--- src/rtl/k_and_s_pkg.sv ---
`default_nettype none
// ============================================================================
// Module      : k_and_s_pkg
// Description : Shared types and constants for the K&S processor control path
//               and datapath: decoded instruction encoding, controller state
//               encoding and ALU operation codes.
// Revision    : 1.0 - initial release
// ============================================================================
package k_and_s_pkg;

    // Instruction classes produced by the datapath decoder
    typedef enum logic [3:0] {
        I_NOP    = 4'd0,
        I_LOAD   = 4'd1,
        I_STORE  = 4'd2,
        I_MOVE   = 4'd3,
        I_ADD    = 4'd4,
        I_SUB    = 4'd5,
        I_AND    = 4'd6,
        I_OR     = 4'd7,
        I_BRANCH = 4'd8,
        I_BZERO  = 4'd9,
        I_BNZERO = 4'd10,
        I_BNEG   = 4'd11,
        I_BNNEG  = 4'd12,
        I_BOV    = 4'd13,
        I_BNOV   = 4'd14,
        I_HALT   = 4'd15
    } decoded_instruction_type;

    // Controller states, explicit 4-bit encoding
    typedef enum logic [3:0] {
        FETCH   = 4'd0,
        LOAD_IR = 4'd1,
        DECODE  = 4'd2,
        LD_WAIT = 4'd3,
        LD_WB   = 4'd4,
        STORE   = 4'd5,
        ALU     = 4'd6,
        BR      = 4'd7,
        HALT    = 4'd8
    } ctrl_state_t;

    // ALU operation select codes
    localparam logic [1:0] ALU_ADD = 2'b00;
    localparam logic [1:0] ALU_SUB = 2'b01;
    localparam logic [1:0] ALU_AND = 2'b10;
    localparam logic [1:0] ALU_OR  = 2'b11;

endpackage : k_and_s_pkg
`default_nettype wire

--- src/rtl/ks_control_unit_branch_cond.sv ---
`default_nettype none
// ============================================================================
// Module      : ks_branch_cond
// Description : Combinational branch resolution from the decoded branch
//               instruction and the four registered ALU flags.
// Revision    : 1.0 - initial release
// ============================================================================
module ks_branch_cond
    import k_and_s_pkg::*;
(
    input  decoded_instruction_type instr_i,
    input  logic                    zero_op_i,
    input  logic                    neg_op_i,
    input  logic                    unsigned_overflow_i,
    input  logic                    signed_overflow_i,
    output logic                    taken_o
);

    // Signed overflow is carried through for a future BSOV-style branch;
    // none of the current conditions depend on it.
    logic w_unused_sov;
    assign w_unused_sov = signed_overflow_i;

    // Select the flag condition matching the branch flavour
    always_comb begin
        taken_o = 1'b0;
        case (instr_i)
            I_BRANCH: taken_o = 1'b1;
            I_BZERO:  taken_o = zero_op_i;
            I_BNZERO: taken_o = ~zero_op_i;
            I_BNEG:   taken_o = neg_op_i;
            I_BNNEG:  taken_o = ~neg_op_i;
            I_BOV:    taken_o = unsigned_overflow_i;
            I_BNOV:   taken_o = ~unsigned_overflow_i;
            default:  taken_o = 1'b0;
        endcase
    end

endmodule : ks_branch_cond
`default_nettype wire

--- src/rtl/ks_control_unit.sv ---
`default_nettype none
// ============================================================================
// Module      : ks_control_unit
// Description : Multi-cycle Moore controller for the K&S datapath. Sequences
//               fetch, decode, load/store, ALU, branch and halt, and counts
//               retired instructions.
// Revision    : 1.0 - initial release
// ============================================================================
module ks_control_unit
    import k_and_s_pkg::*;
#(
    parameter int RAM_LATENCY = 1,
    parameter int RET_W       = 16
) (
    input  logic                    clk,
    input  logic                    rst_n,
    input  decoded_instruction_type decoded_instruction_i,
    input  logic                    zero_op_i,
    input  logic                    neg_op_i,
    input  logic                    unsigned_overflow_i,
    input  logic                    signed_overflow_i,
    output logic                    branch_o,
    output logic                    pc_enable_o,
    output logic                    ir_enable_o,
    output logic                    addr_sel_o,
    output logic                    c_sel_o,
    output logic [1:0]              operation_o,
    output logic                    write_reg_enable_o,
    output logic                    flags_reg_enable_o,
    output logic                    ram_write_enable_o,
    output logic                    halt_o,
    output logic [RET_W-1:0]        retired_o
);

    // Terminal count for the RAM wait counter (RAM_LATENCY is 1..3)
    localparam logic [1:0] WAIT_LAST = 2'(RAM_LATENCY - 1);

    ctrl_state_t      state_q,    state_d;
    logic [1:0]       wait_cnt_q, wait_cnt_d;
    logic [RET_W-1:0] retired_q,  retired_d;
    logic             w_taken;
    logic             w_retire;

    ks_branch_cond u_branch_cond (
        .instr_i             (decoded_instruction_i),
        .zero_op_i           (zero_op_i),
        .neg_op_i            (neg_op_i),
        .unsigned_overflow_i (unsigned_overflow_i),
        .signed_overflow_i   (signed_overflow_i),
        .taken_o             (w_taken)
    );

    // Next-state and RAM wait counter logic
    always_comb begin
        state_d    = state_q;
        wait_cnt_d = wait_cnt_q;
        case (state_q)
            FETCH, LD_WAIT: begin
                if (wait_cnt_q == WAIT_LAST) begin
                    wait_cnt_d = 2'd0;
                    state_d    = (state_q == FETCH) ? LOAD_IR : LD_WB;
                end else begin
                    wait_cnt_d = wait_cnt_q + 2'd1;
                end
            end
            LOAD_IR: state_d = DECODE;
            DECODE: begin
                case (decoded_instruction_i)
                    I_LOAD:                          state_d = LD_WAIT;
                    I_STORE:                         state_d = STORE;
                    I_MOVE, I_ADD, I_SUB,
                    I_AND, I_OR:                     state_d = ALU;
                    I_BRANCH, I_BZERO, I_BNZERO,
                    I_BNEG, I_BNNEG, I_BOV, I_BNOV:  state_d = BR;
                    I_HALT:                          state_d = HALT;
                    default:                         state_d = FETCH;
                endcase
            end
            LD_WB, STORE, ALU, BR: state_d = FETCH;
            HALT:                  state_d = HALT;
            default:               state_d = FETCH;
        endcase
    end

    // An instruction retires when control returns to FETCH or first enters HALT
    always_comb begin
        w_retire  = ((state_d == FETCH) && (state_q != FETCH)) ||
                    ((state_d == HALT)  && (state_q != HALT));
        retired_d = w_retire ? (retired_q + RET_W'(1)) : retired_q;
    end

    // State, wait counter and retired counter registers with synchronous reset
    always_ff @(posedge clk) begin
        if (!rst_n) begin
            state_q    <= FETCH;
            wait_cnt_q <= 2'd0;
            retired_q  <= '0;
        end else begin
            state_q    <= state_d;
            wait_cnt_q <= wait_cnt_d;
            retired_q  <= retired_d;
        end
    end

    // Output decode from the current state; ALU op and branch come from the held IR
    always_comb begin
        branch_o           = 1'b0;
        pc_enable_o        = 1'b0;
        ir_enable_o        = 1'b0;
        addr_sel_o         = 1'b0;
        c_sel_o            = 1'b0;
        operation_o        = ALU_ADD;
        write_reg_enable_o = 1'b0;
        flags_reg_enable_o = 1'b0;
        ram_write_enable_o = 1'b0;
        halt_o             = 1'b0;
        case (state_q)
            LOAD_IR: begin
                ir_enable_o = 1'b1;
                pc_enable_o = 1'b1;
            end
            LD_WAIT: addr_sel_o = 1'b1;
            LD_WB: begin
                addr_sel_o         = 1'b1;
                c_sel_o            = 1'b1;
                write_reg_enable_o = 1'b1;
            end
            STORE: begin
                addr_sel_o         = 1'b1;
                ram_write_enable_o = 1'b1;
            end
            ALU: begin
                write_reg_enable_o = 1'b1;
                case (decoded_instruction_i)
                    I_ADD: begin operation_o = ALU_ADD; flags_reg_enable_o = 1'b1; end
                    I_SUB: begin operation_o = ALU_SUB; flags_reg_enable_o = 1'b1; end
                    I_AND: begin operation_o = ALU_AND; flags_reg_enable_o = 1'b1; end
                    I_OR:  begin operation_o = ALU_OR;  flags_reg_enable_o = 1'b1; end
                    // MOVE is A|A with the flags left untouched
                    default: operation_o = ALU_OR;
                endcase
            end
            BR: begin
                branch_o    = w_taken;
                pc_enable_o = w_taken;
            end
            HALT: halt_o = 1'b1;
            default: ;
        endcase
    end

    assign retired_o = retired_q;

endmodule : ks_control_unit
`default_nettype wire

--- config.mk ---
export PLATFORM = sky130hd
export DESIGN_NAME = ks_control_unit
export DESIGN_NICKNAME = d
export VERILOG_FILES = /design/src/rtl/k_and_s_pkg.sv /design/src/rtl/ks_control_unit_branch_cond.sv /design/src/rtl/ks_control_unit.sv
export SDC_FILE = /design/constraint.sdc
export NUM_CORES = 1
export LEC_CHECK = 0
export CAP_MARGIN = 40
export CORE_MARGIN = 3
export CORE_UTILIZATION = 43
export DETAILED_ROUTE_END_ITERATION = 8
export GPL_TIMING_DRIVEN = 0
export PLACE_DENSITY = 0.75
export SYNTH_ARGS = -nofsm -noshare
export SYNTH_HDL_FRONTEND = slang
export SYNTH_SLANG_ARGS = --single-unit
--- constraint.sdc ---
create_clock -name clk -period 1.8 [get_ports clk]
set_input_delay 0.45 -clock clk [delete_from_list [all_inputs] [get_ports clk]]
set_output_delay 0.45 -clock clk [all_outputs]
set_load 0.05 [all_outputs]
==> After elaboration in Yosys (flattened, before gate mapping) <==
Memories as Yosys holds them, arrays and structs flattened.
Cells that the tools add are included.
{ "totals": {"output_inout_bits": 27, "n_memories": 1, "rom_bits": 64, "input_bits": 10, "reg_bits": 22, "word_cells": 58} }
{ "op_classes": {"n_reduce_logical": 11, "n_mux": 17, "n_eq_ne": 21, "add_sub_neg": 2, "n_bitwise": 3} }
{ "mem_list": {"columns": ["memory", "depth", "word_bits", "read_ports", "rd_clocked_by_memory_dff", "wr", "line_no", "source"], "rows": [
  ["(name not given)", 16, 4, 1, 0, 0, "ks_control_unit.sv:68", "case (decoded_instruction_i)"]
]} }
{ "op_table": {"columns": ["operator", "n"], "rows": [
  ["$eq 4x4->1 const B", 9],
  ["$eq 4x3->1 const B", 8],
  ["$add 16x1->16 const B", 1],
  ["$pmux 4 s4", 1],
  ["$mux 1", 9],
  ["$eq 4x2->1 const B", 2],
  ["$logic_not 4->1", 2],
  ["$pmux 1 s7", 1],
  ["$pmux 2 s3", 1],
  ["$eq 4x1->1 const B", 1],
  ["$mux 2", 2],
  ["$mux 4", 1],
  ["$ne 4x4->1 const B", 1],
  ["$reduce_bool 4->1", 1],
  ["$reduce_or 2->1", 2],
  ["$reduce_or 4->1", 1],
  ["$mux 3", 1],
  ["$not 1->1", 3],
  ["$reduce_or 3->1", 1],
  ["$add 2x1->2 const B", 1],
  ["$logic_and 1x1->1", 2],
  ["$logic_not 2->1", 1],
  ["$pmux 1 s2", 1],
  ["$logic_or 1x1->1", 1]
]} }

==> Depth between registers and ports, before layout <==
{ "logic_depth": {"ltp_word": 7, "depth_mapped": 8, "mapped_depth_nobuf": 6} }

==> Modules after synthesis <==
Synthesis repeated with hierarchy kept, for this count alone.
{ "hier_totals": {"hier_cells": 182, "area_unflattened_um2": 1467.7} }
{ "modules_own_cells": {"columns": ["module", "cells_per_inst", "n_inst", "seq_area_each_um2", "area_each_um2"], "rows": [
  ["ks_control_unit", 173, 1, 440.4, 1407.6],
  ["ks_branch_cond", 9, 1, 0.0, 60.1]
]} }

==> Worst setup path before layout <==
OpenSTA, ideal clock, no wires.
{ "synth_timing": {"path_type": "register -> output", "startpoint": "register state_q[2]", "endpoint": "output port flags_reg_enable_o", "slack_ns": -1.907, "stages_incl_launch_ff": 5, "n_path_buf": 1, "required_time_ns": 1.350, "arrival_time_ns": 3.257, "path_cell_list": "dfxtp_1 > clkbuf_1 > nor3b_1 > nand2_1 > nor3_1"} }
{ "synth_via": {"elab_chain_cells": 2} }
{ "synth_lines": {"columns": ["item", "line_no", "source"], "rows": [
  ["start: declaration", "ks_control_unit.sv:38", "ctrl_state_t state_q, state_d;"],
  ["start signal: assignment", "ks_control_unit.sv:99", "state_q <= state_d;"],
  ["$eq 4x3->1", "ks_control_unit.sv:117", "case (state_q)"],
  ["$mux 1", "ks_control_unit.sv:117", null],
  ["end: declaration", "ks_control_unit.sv:29", "output logic flags_reg_enable_o,"]
]} }
No other way between the ends.

==> Final worst setup path <==
{ "layout_timing": {"startpoint": "input port decoded_instruction_i[1]", "endpoint": "output port pc_enable_o"} }
{ "layout_via": {"elab_chain_cells": 3, "word_cells_on_any_way": 9, "cone_classes": "eq/ne: 7; mux: 2"} }
{ "layout_lines": {"columns": ["item", "line_no", "source"], "rows": [
  ["start: declaration", "ks_control_unit.sv:17", "input decoded_instruction_type decoded_instruction_i,"],
  ["$eq 4x4->1", "ks_control_unit_branch_cond.sv:27", "case (instr_i)"],
  ["$pmux 1 s7 (*)", "ks_control_unit_branch_cond.sv:27", null],
  ["$pmux 1 s2 (*)", "ks_control_unit.sv:117", null],
  ["end: declaration", "ks_control_unit.sv:23", "output logic pc_enable_o,"]
]} }
Mark *: on every way between the ends. The rest lies on a longest branch, timed or not.

==> reports/summary.txt <==
fin area -> 2260 µm²
CP max FO -> 6
worst skew pair latency -> 0.30 ns
CORE AREA -> 3080 µm²
Die Y -> 62.9 µm
Register Area -> 462 µm²
# nets final -> 247
DRT iter0 DRCs -> 104
metal3 WL -> 152 µm
highest metal used -> met4
min-delay src -> retired_o[15]
Final Hold Fails -> 0
Slew Viols, Final -> 0
Syn Nets -> 191
Startpoint Class -> input pin
post-route clock period utilization -> 1.14
area grow syn2layout -> 62.2%
CTS tree -> built
leak pwr -> 0.897 nW
clk buf depth -> 2
#FFs+latches synth -> 22
# fillers -> 247
layout cells sized above 1 -> 0.368
crit path kind -> in -> out
min Tclk post-route -> 2.05 ns
Reg-to-Reg Start -> state_q[0]
Worst EP required -> 1.35 ns
Avg Inst Size Synth -> 8.06 µm²
WP data arrival -> 1.60 ns
Buffers on Ports -> 35
pin slew with the least headroom to its limit -> 0.505 ns
total CTS buffers -> 3
Clock power frac -> 0.210
CP startpoint -> decoded_instruction_i[1]
CTS root buf -> clkbuf_4
Max Fclk -> 487 MHz
Power per Cell Area -> 785 nW/µm²
failing checks -> negative setup slack
Hold WC Path Type -> reg -> reg
Top FF cell, synth -> dfxtp_1
Setup Viol. Count Final -> 14
antenna viol nets, final -> 0
Die X -> 62.9 µm
max_slew headroom -> 0.664
GRT overflow -> 0
met2 routed WL -> 2210 µm
detailed-routing wirelength on met1 -> 1680 µm
Max VDD drop -> 0.621 mV
status -> finished, violations left
largest cells by area after synthesis -> dfxtp_1, ha_1, a21oi_1
Synth top area share -> 0.316
Gate Count Post-Synth -> 173
Multi-input gate area -> 1100 µm²
Residual DRC -> 0
average wire per standard cell -> 15.1 µm
Final Worst Setup Slack -> -0.254 ns
gp weighted congestion -> 0.824
io pins -> 37
R2R Setup Slk -> -0.07 ns
Psw -> 646 µW
RSZ-0062 raised after global routing -> yes
Distinct cells, synth -> 40
Sink Count -> 22
Internal -> 1.13 mW
initial antenna violation count -> 0
CTS clock-pin slew for the worst setup and hold paths -> 0.12 ns
final WL -> 4110 µm
Final HPWL DP -> 2780 µm
Post-synth ARST share -> 0
first-pass GRT wire length -> 6620 µm
placed inst area -> 1920 µm²
Mapped Area -> 1390 µm²
Worst setup EP type -> output pin
Rows -> 20
clk_skew -> 0.00645 ns
Logic pwr share -> 0.482
diode count -> 0
Pre-Repair DR Iteration Count -> 4
via/cell ratio -> 5.82
die area -> 3960 µm²
initial core utilization -> 0.453
largest net degree at the start of global routing -> 14
vias in the first global route -> 1506
DR vias -> 1583
Maximum Capacitance Violations -> 0
CTS H-tree depth -> 1
number of synthesized flops with an enable pin -> 0
Seq/Total Area, Yosys -> 0.316
total track usage -> 0.200
Yosys top cell by area -> dfxtp_1
Synth warnings -> 0
power share of the sequential group -> 0.308
worst hold slack -> 0.483 ns
Net Sw Frac -> 0.364
[cells in the final DEF (no fill, tap or decap), types with 3 or more instances in the layout]
| cell type | n |
|---|---|
| nor2_4 | 3 |
| buf_4 | 15 |
| dfxtp_4 | 4 |
| nand3_1 | 6 |
| dfxtp_1 | 13 |
| nor2_1 | 10 |
| or3_1 | 3 |
| ha_4 | 4 |
| dlygate4sd2_1 | 19 |
| mux2i_1 | 6 |
| ha_1 | 4 |
| nand2_1 | 8 |
| inv_1 | 6 |
| nand2b_1 | 5 |
| dfxtp_2 | 5 |
| buf_8 | 4 |
| a21oi_1 | 14 |
| nor4_1 | 4 |
| o21ai_1 | 5 |
| o31ai_1 | 10 |
| clkbuf_4 | 3 |
| or4_1 | 8 |
| buf_6 | 11 |
[per-stage QoR]
step / total power [mW] / setup slack [ns] / std cells / util / setup TNS, ns
global route: 1.86 / -0.322 / 272 / 0.735 / -2.53
finish: 1.77 / -0.254 / 272 / 0.735 / -1.47
floorplan: 1.01 / -0.342 / 173 / - / -1.71
detailed placement: 1.17 / -1.40 / 252 / 0.624 / -21.76
global placement: 1.15 / -1.36 / 252 / 0.624 / -19.97
CTS: 1.66 / -0.257 / 262 / 0.680 / -1.19
[cell type report]
type,instances,area share
multi-input cells,135,0.487
repair buffers,52,0.221
flip-flops and latches,22,0.204
plain buffers,6,0.0249
well taps,44,0.0243
inverters,9,0.0149
clock inverters,1,0.0133
clock buffers,3,0.00996
[final timing paths]
| check | cells after the start | endpoint |
|---|---|---|
| worst max register to register | 7 | retired_o[12] |
| worst min-delay path | 2 | retired_o[15] |
| worst max-delay path | 8 | pc_enable_o |
| worst min register to register | 2 | retired_o[15] |
[power groups by stage]
stage                     registers [mW]  logic [mW]  clock network (mW)
final                              0.547       0.855               0.372
after global routing               0.550       0.905               0.407
after CTS                          0.543       0.735               0.381
after detailed placement           0.543       0.630                   0
after global placement             0.543       0.611                   0
after floorplan                    0.545       0.461                   0
[synthesized netlist by cell type, types with 2 or more instances]
library cell   n
a21oi_1       17
and3_1         3
and4_1         2
buf_2          2
clkbuf_1       4
dfxtp_1       22
ha_1           8
inv_1          8
mux2i_1        6
nand2_1       10
nand2b_1       7
nand3_1        6
nand4_1        2
nor2_1        14
nor2b_1        3
nor3_1         4
nor3b_1        2
nor4_1         5
o211ai_1       2
o21ai_0        2
o21ai_1        6
o31ai_1       10
or3_1          3
or4_1          9
[logic make-up (layout without fill, tap and decap cells)]
family	after synthesis	after routing	share of synthesized area
AOI/OAI and AO/OA	44	44	0.199
adders and majority gates	8	8	0.0718
buffers and inverters	16	71	0.0503
DFF	22	22	0.316
muxes	7	7	0.0512
and+or+nand+nor	76	76	0.311
[repair_timing]
item | 4_1_cts | 5_1_grt
buffers inserted | 7 | 10
resized for setup | 126 | 27
pin swaps | 9 | 10
setup endpoints to repair | 45 | 28
cloned | 0 | 0
hold buffers | 0 | 0
[critical path, stage by stage]
cell and delay, ns:
buf_6 0.11, inv_2 0.07, ha_4 0.18, mux2i_1 0.16
nand2_1 0.08, and3_4 0.18, or2_4 0.23, buf_8 0.15
[flip-flops by register name (all words and copies together) (netlist names)]
signal	cells
retired_o	16
state_q	4
wait_cnt_q	2
[layer usage]
| metal | track usage | up-vias |
|---|---|---|
| li1 | - | 760 |
| met1 | 0.235 | 761 |
| met2 | 0.370 | 52 |
| met3 | 0.0288 | 10 |
| met4 | 0.0551 | 0 |
| met5 | 0 | - |
(Power assumes the default switching activity.)
